**config.mk**
```make
export PLATFORM = sky130hd
export DESIGN_NAME = pe_fg_select_stage
export DESIGN_NICKNAME = d
export VERILOG_FILES = /design/src/rtl/pe_fg_select_stage.sv
export SDC_FILE = /design/constraint.sdc
export NUM_CORES = 1
export LEC_CHECK = 0
export ABC_AREA = 1
export CAP_MARGIN = 20
export CORE_ASPECT_RATIO = 0.75
export CORE_UTILIZATION = 45
export DETAILED_ROUTE_END_ITERATION = 16
export GPL_TIMING_DRIVEN = 0
export HOLD_SLACK_MARGIN = 0.03
export PLACE_DENSITY = 0.86
export SLEW_MARGIN = 5
export SYNTH_ARGS = -nofsm -noshare
export SYNTH_HDL_FRONTEND = slang
export SYNTH_SLANG_ARGS = --single-unit
```
**constraint.sdc**
```tcl
create_clock -name clk -period 1.42 [get_ports clk]
set_input_delay 0.142 -clock clk [delete_from_list [all_inputs] [get_ports clk]]
set_output_delay 0.142 -clock clk [all_outputs]
set_load 0.1 [all_outputs]
```
**src/rtl/pe_fg_select_stage.sv**
```systemverilog
// Two-stage f/g select pipeline after the polar SC decoder add/sub PE.
// Stage A decodes the node operation from signs and PE borrow; stage B
// forms the final sign-magnitude LLR, leaf hard decision and saturation flag.
module pe_fg_select_stage #(
   parameter int W      = 8,
   parameter bit SAT_EN = 1'b1
) (
   input  logic         clk,
   input  logic         rst_n,
   input  logic         in_valid,
   output logic         in_ready,
   input  logic         mode_g,
   input  logic         u_ps,
   input  logic         frozen,
   input  logic [W-1:0] x_mag,
   input  logic [W-1:0] y_mag,
   input  logic         x_sgn,
   input  logic         y_sgn,
   input  logic [W-1:0] pe_sum,
   input  logic [W-1:0] pe_diff,
   input  logic         pe_bout,
   output logic         out_valid,
   input  logic         out_ready,
   output logic [W-1:0] out_mag,
   output logic         out_sgn,
   output logic         u_hat,
   output logic         sat_flag
);

   typedef enum logic [1:0] {OP_F, OP_ADD, OP_NEG, OP_DIFF} op_e;

   logic         enA, enB;
   logic         vA_q, vB_q;
   op_e          opA_q, opA_d;
   logic         sgnA_q, sgnA_d;
   logic         carryA_q, carryA_d;
   logic         frzA_q;
   logic [W-1:0] fmagA_q, fmagA_d;
   logic [W-1:0] sumA_q, diffA_q;
   logic         ex;

   logic [W-1:0] magB_q, magB_d, mag_sel;
   logic         sgnB_q, sgnB_d;
   logic         uhB_q, uhB_d;
   logic         satB_q, satB_d, sat_sel;

   // A stage may advance when it is empty or when B is advancing too
   assign enB      = !vB_q | out_ready;
   assign enA      = !vA_q | enB;
   assign in_ready = enA;

   // Decode node operation and result sign from operand signs and PE borrow
   always_comb begin
      ex       = x_sgn ^ u_ps;
      opA_d    = OP_F;
      sgnA_d   = x_sgn ^ y_sgn;
      fmagA_d  = pe_bout ? x_mag : y_mag;
      // a wrapped sum is smaller than either addend
      carryA_d = (pe_sum < x_mag);
      if (mode_g) begin
         if (ex == y_sgn) begin
            opA_d  = OP_ADD;
            sgnA_d = y_sgn;
         end else if (pe_bout) begin
            opA_d  = OP_NEG;
            sgnA_d = y_sgn;
         end else begin
            opA_d  = OP_DIFF;
            sgnA_d = ex;
         end
      end
   end

   // Stage A register bank
   always_ff @(posedge clk or negedge rst_n) begin
      if (!rst_n) begin
         vA_q     <= 1'b0;
         opA_q    <= OP_F;
         sgnA_q   <= 1'b0;
         carryA_q <= 1'b0;
         frzA_q   <= 1'b0;
         fmagA_q  <= '0;
         sumA_q   <= '0;
         diffA_q  <= '0;
      end else if (enA) begin
         vA_q     <= in_valid;
         opA_q    <= opA_d;
         sgnA_q   <= sgnA_d;
         carryA_q <= carryA_d;
         frzA_q   <= frozen;
         fmagA_q  <= fmagA_d;
         sumA_q   <= pe_sum;
         diffA_q  <= pe_diff;
      end
   end

   // Final magnitude; bubbles load zeros so the outputs read 0 when not valid
   always_comb begin
      sat_sel = 1'b0;
      case (opA_q)
         OP_ADD: begin
            sat_sel = SAT_EN && carryA_q;
            mag_sel = sat_sel ? {W{1'b1}} : sumA_q;
         end
         OP_NEG:  mag_sel = '0 - diffA_q;
         OP_DIFF: mag_sel = diffA_q;
         default: mag_sel = fmagA_q;
      endcase
      magB_d = '0;
      satB_d = 1'b0;
      sgnB_d = 1'b0;
      uhB_d  = 1'b0;
      if (vA_q) begin
         magB_d = mag_sel;
         satB_d = sat_sel;
         // zero has no sign
         sgnB_d = sgnA_q & (mag_sel != '0);
         uhB_d  = sgnB_d & !frzA_q;
      end
   end

   // Stage B register bank drives the outputs directly
   always_ff @(posedge clk or negedge rst_n) begin
      if (!rst_n) begin
         vB_q   <= 1'b0;
         magB_q <= '0;
         sgnB_q <= 1'b0;
         uhB_q  <= 1'b0;
         satB_q <= 1'b0;
      end else if (enB) begin
         vB_q   <= vA_q;
         magB_q <= magB_d;
         sgnB_q <= sgnB_d;
         uhB_q  <= uhB_d;
         satB_q <= satB_d;
      end
   end

   assign out_valid = vB_q;
   assign out_mag   = magB_q;
   assign out_sgn   = sgnB_q;
   assign u_hat     = uhB_q;
   assign sat_flag  = satB_q;

endmodule

```
==> results.toml, run 1 <==
[layout]
antennaDiodeCount = 0
syn2layout_area_growth_pct = 43.1
finish.utilization = 0.668
drive_gt1_frac = 0.218
fillers = 419
num-nets-final = 411

[sta]
rsz0062_at_grt = "yes"
tightest_slew_ns = 0.550
hold_viol = 0
period_needed_ns = 1.57
setup_slack_ns = -0.154
slew_viol_final = 0
setup-violations-final = 3
period_share = 1.11
fmax_mhz = 635
slew_headroom = 0.635
finClkSkew_ns = 0.00770

[global_route]
grt_max_degree = 23
grt_usage = 0.242
globalRoute.totalOverflow = 0
grt_pass1_vias = 2153
grt_pass1_wl_um = 10100
antenna_found_initial = 0

[floorplanning]
rows = 22
start_util = 0.467
core_um2 = 4900
die_w_um = 84.3
ios = 55
fp.dieArea_um2 = 5380
die_y_um = 63.8

[clock_tree]
cts_buffer_depth = 2
clk_pin_slew_ns = 0.08
clock_latency_ns = 0.30
cts_tree = "built"
cts.sinks = 42
root_buffer = "clkbuf_8"
numCtsBuffers = 5
h-tree-depth = 2

[yosys]
ys_seq_area_frac = 0.459
synth_cell_types = 29
synth-seq-cells = 42
syn-instance-count = 288
yosysWarningCount = 0
synth_fp_nets = 338
syn_avg_cell_area_um2 = 7.95
synthesis.area_um2 = 2290

[drt]
drtAntennaViolNets = 0
num_vias = 2180
drt_iter0_drc = 143
wl_per_cell_um = 14.2
viasPerCell = 5.17
drt-total-wl_um = 5980
route.detailed.drc = 4
drtPass1Iterations = 11

[power_and_ir_drop]
power_density_nw_per_um2 = 1230
power.leakage_uw = 0.00157
total_power_uw = 4030
irDropWorstVdd_v = 0.000432

[status]
violations = "design-rule violations, negative setup slack"
outcome = "complete, but fails checks"

[setup_path]
cp.arrival_ns = 1.76
worst-path-max-fanout = 3
cp-start-kind = "flip-flop"
cp-end-kind = "flip-flop"
path_class = "flip-flop to flip-flop"
worst_ep_required_time_ns = 1.61

[place]
dp_hpwl_um = 4380
gp_congestion = 0.877
port_buffers = 54

[hold_path]
hold_class = "input port to async pin"

[job]
drv_cap = 0
==> layer usage <==
metal / share of wire / GRT usage / vias to the layer above / wire length, um
met3: 0.057 / 0.0452 / 12 / 342
met2: 0.46 / 0.380 / 73 / 2730
met1: 0.47 / 0.333 / 1011 / 2780
li1: - / - / 1084 / -
met5: 0 / 0 / - / 0
met4: 0.020 / 0.0953 / 0 / 122
==> power by group <==
group          switching, uW  leakage [uW]  internal [uW]
clock                    415     0.0000585            573
combinational           1060       0.00101            515
sequential               110      0.000502           1360
total                   1590       0.00157           2450
==> worst paths after layout <==
kind	start	endpoint	slack [ns]	depth (start not counted)
setup / recovery	diffA_q[1]$_DFFE_PN0P_	u_hat$_DFFE_PN0P_	-0.15	11
hold / removal	rst_n	diffA_q[0]$_DFFE_PN0P_	0.35	2
setup reg to reg	diffA_q[1]$_DFFE_PN0P_	u_hat$_DFFE_PN0P_	-0.15	11
hold reg to reg	out_sgn$_DFFE_PN0P_	out_sgn$_DFFE_PN0P_	0.49	2
max in group asynchronous	rst_n	diffA_q[2]$_DFFE_PN0P_	0.57	3
min in group clk	in_valid	vA_q$_DFFE_PN0P_	0.37	3
==> cells by family after synthesis <==
family / count (synthesis) / synth area share
buffers and inverters: 50 / 0.0897
muxes: 2 / 0.00984
AOI/OAI and AO/OA: 64 / 0.162
and+or+nand+nor: 120 / 0.228
DFF: 42 / 0.459
adders and majority gates: 8 / 0.0437
xor gates and xnor gates: 2 / 0.00766
==> placed cells by master, fill, tap and decap left out, types with 4 or more instances in the layout <==
cell             instances
o211ai_1                 4
a22o_1                   5
nor2_1                  15
ha_1                     7
inv_1                   34
clkdlybuf4s50_1         40
nand3_1                 14
nand2_2                  6
dfrtp_1                 39
clkdlybuf4s15_2         11
inv_4                    4
nor2_2                   7
o21ai_0                 25
nand3_2                  5
buf_4                   10
o21ai_1                  6
clkbuf_8                 6
a21oi_1                 14
nand2_1                 65
==> synthesized netlist by cell type (all sizes together) <==
library cell	count	share of area
nand2	73	0.13
dfrtp	42	0.46
inv	41	0.069
o21ai	31	0.068
nor2	25	0.044
nand3	19	0.048
a21oi	17	0.042
ha	8	0.044
buf	6	0.015
a22o	5	0.019
o211ai	4	0.013
a31oi	3	0.0082
clkbuf	3	0.0049
nand4	3	0.0082
o22ai	3	0.0082
mux2	2	0.0098
o21a	1	0.0033
xnor2	1	0.0038
xor2	1	0.0038
==> flip-flops by register name, summed over array words and instances, names as in the netlist <==
name and cells:
diffA_q 8, fmagA_q 8, out_mag 8, sumA_q 8, opA_q 2, carryA_q 1, frzA_q 1, out_sgn 1
out_valid 1, sat_flag 1, sgnA_q 1, u_hat 1, vA_q 1
==> through the flow <==
step / instances / hold slack, ns / TNS [ns] / setup WS (ns) / area (um^2)
floorplan: 288 / -0.154 / -0.148 / -0.0121 / 2360
global placement: 402 / 0.463 / -38.71 / -1.09 / 2970
detailed placement: 403 / 0.144 / -4.74 / -0.975 / 2990
CTS: 415 / 0.371 / -0.459 / -0.203 / 3180
global route: 422 / 0.391 / -0.881 / -0.242 / 3270
finish: 422 / 0.353 / -0.398 / -0.154 / 3270
==> critical path, stage by stage (launching register included) <==
cell	delay [ns]
dfrtp_1	0.40
buf_4	0.15
nor2_4	0.13
nand2_2	0.07
nand2_2	0.08
nand3_1	0.08
nand3_1	0.10
nand2_2	0.07
nor2_2	0.14
nand3_2	0.10
nand3_2	0.08
nand2_1	0.05
==> what timing repair did <==
action / in CTS / in global routing
hold buffers: 1 / 0
endpoints found under the setup margin: 18 / 23
hold endpoints to repair: 20 / 0
pin swaps: 5 / 8
buffers inserted: 3 / 7
resized for setup: 50 / 21
==> layout make-up <==
cell class,count,area [um^2],share of cell area
plain buffers,9,87.6,0.0267
clock buffers,7,86.3,0.0264
clock inverters,1,30.0,0.00917
inverters,41,164,0.0501
multi-input cells,196,1100,0.336
flip-flops and latches,42,1060,0.323
well taps,60,75.1,0.0229
repair buffers,66,674,0.206
Note: power is estimated with default switching activity, not from simulation.
==> run 2: changes to the inputs <==
==> constraint.sdc (replaced) <==
create_clock -name clk -period 1.4 [get_ports clk]
set_input_delay 0.14 -clock clk [delete_from_list [all_inputs] [get_ports clk]]
set_output_delay 0.14 -clock clk [all_outputs]
set_load 0.1 [all_outputs]
==> run 2 against run 1 <==
The flow still finishes with violations (design-rule violations, negative setup slack). Cell area decreased by 1.1%. Critical path depth unchanged. Routed wire length decreased by 2.9%. Non-clock buffer count decreased by 1. Via count increased by 1.7%. Die area unchanged. Sequential cell count unchanged. Maximum frequency decreased by 0.30%. Global-route usage decreased by 0.96 points. Worst setup slack got worse by 0.025 ns. Critical path type unchanged. Critical endpoint is now out_sgn$_DFFE_PN0P_. Largest power group unchanged. Highest routed layer unchanged.
==> results.toml, run 2 (same netlist as run 1, synthesis figures left out) <==
[setup_path]
reg2reg_from = "diffA_q[1]$_DFFE_PN0P_"
cp-start-kind = "flip-flop"
cp-startpoint = "diffA_q[1]$_DFFE_PN0P_"
worst_ep_required_time_ns = 1.59
cp-end-kind = "flip-flop"
endpoint = "out_sgn$_DFFE_PN0P_"
path_class = "flip-flop to flip-flop"
r2r-end = "out_sgn$_DFFE_PN0P_"
cp.arrival_ns = 1.77
r2r_cells = 11
worst-path-max-fanout = 4
reg2reg_slack_ns = -0.18

[floorplanning]
start_util = 0.467
die_w_um = 84.3
die_y_um = 63.8
core_um2 = 4900
ios = 55
rows = 22
fp.dieArea_um2 = 5380

[place]
place_inst = 403
port_buffers = 54
dp_hpwl_um = 4350
gp_congestion = 0.872

[sta]
period_share = 1.13
rsz0062_at_grt = "yes"
setup_slack_ns = -0.179
tightest_slew_ns = 0.552
slew_headroom = 0.634
period_needed_ns = 1.58
slew_viol_final = 0
holdWs_ns = 0.314
finClkSkew_ns = 0.00220
fmax_mhz = 633
setup-violations-final = 5
hold_viol = 0

[clock_tree]
root_buffer = "clkbuf_8"
cts_buffer_depth = 2
h-tree-depth = 2
clk_pin_slew_ns = 0.07
numCtsBuffers = 5
cts_tree = "built"
clock_latency_ns = 0.29
cts.sinks = 42

[layout]
layout_common_cells = "nand2_1, clkdlybuf4s50_1, dfrtp_1, inv_1, o21ai_0"
antennaDiodeCount = 0
syn2layout_area_growth_pct = 41.6
layout_commonest_cell = "nand2_1"
fin_cells = 421
finish.utilization = 0.661
num-nets-final = 410
drive_gt1_frac = 0.208

[power_and_ir_drop]
total_power_uw = 4010
power_density_nw_per_um2 = 1240
p_sw_uw = 1570
clock_power_share = 0.232
power.leakage_uw = 0.00156
power.internal_uw = 2440
power_switching_share = 0.392
seqPwrFrac = 0.372
pwr-share-comb = 0.396
irDropWorstVdd_v = 0.000571

[drt]
num_vias = 2217
drt-total-wl_um = 5800
route.detailed.drc = 4
viasPerCell = 5.27
drtPass1Iterations = 10
wl_per_cell_um = 13.8
drtAntennaViolNets = 0
drt_iter0_drc = 142

[global_route]
grt_pass1_vias = 2076
grt_max_degree = 26
grt_pass1_wl_um = 9540
grt_usage = 0.232
antenna_found_initial = 0
globalRoute.totalOverflow = 0

[job]
drv_cap = 0

[status]
outcome = "complete, but fails checks"
violations = "design-rule violations, negative setup slack"

[hold_path]
hold_class = "input port to async pin"
[run 2: cell types whose count changed in the layout (fill, tap and decap cells not counted), moves of 2 or more]
cell             before  now
buf_4                10    7
clkdlybuf4s18_2       0    2
o21ai_1               6    8
o21ai_0              25   23
nand2_1              65   67
clkdlybuf4s15_2      11    8
nand2_2               6    4
[run 2: worst max-delay path, stage by stage, from the launching register on]
cell     delay (ns)
dfrtp_1        0.41
inv_2          0.09
ha_4           0.12
inv_2          0.04
nor2_4         0.15
nand4_1        0.12
nand3_1        0.11
nand3_2        0.10
nor2_2         0.11
nand3_2        0.10
nand2_1        0.07
nand2_1        0.05
[run 2: stage by stage]
step / setup slack (ns) / area, um^2 / setup TNS [ns]
global route: -0.258 / 3240 / -1.16
floorplan: -0.0321 / 2360 / -0.512
finish: -0.179 / 3240 / -0.784
global placement: -1.08 / 2970 / -39.07
CTS: -0.195 / 3190 / -0.796
detailed placement: -0.988 / 2990 / -5.64
[run 2: power by group through the flow]
stage	clock, uW	sequential [uW]	combinational [uW]
global placement	0	1500	1460
detailed placement	0	1510	1500
floorplan	0	1960	586
global route	990	1510	1690
finish	927	1490	1590
CTS	938	1490	1550
[run 2: what timing repair did]
action / 4_1_cts / 5_1_grt
endpoints found under the setup margin: 18 / 26
pin swaps: 10 / 7
buffers inserted: 4 / 5
hold endpoints to repair: 17 / 0
gates resized for setup: 53 / 21
hold buffers: 1 / 0
[run 2: worst min path at each step]
stage               cells after the start              start  slack, ns                endpoint
CTS                                     2              rst_n       0.34  diffA_q[5]$_DFFE_PN0P_
global route                            2              rst_n       0.35  out_mag[5]$_DFFE_PN0P_
floorplan                               0              rst_n      -0.16    carryA_q$_DFFE_PN0P_
detailed placement                      1              rst_n       0.11  diffA_q[5]$_DFFE_PN0P_
finish                                  2              rst_n       0.31  diffA_q[5]$_DFFE_PN0P_
global placement                        2  u_hat$_DFFE_PN0P_       0.46       u_hat$_DFFE_PN0P_
[run 2: cell type report]
class,count,area [um^2]
inverters,41,161
multi-input cells,196,1090
flip-flops and latches,42,1060
clock buffers,7,76.3
well taps,60,75.1
repair buffers,65,658
clock inverters,1,30.0
plain buffers,9,91.3
fillers,417,1660
[run 2: routing by layer]
metal,GRT usage,routed length [um],part of all wire,vias up
met5,0,0,0,-
met4,0.0636,68,0.012,0
met3,0.0659,380,0.065,7
met2,0.374,2660,0.46,84
met1,0.310,2690,0.46,1040
li1,-,-,-,1086
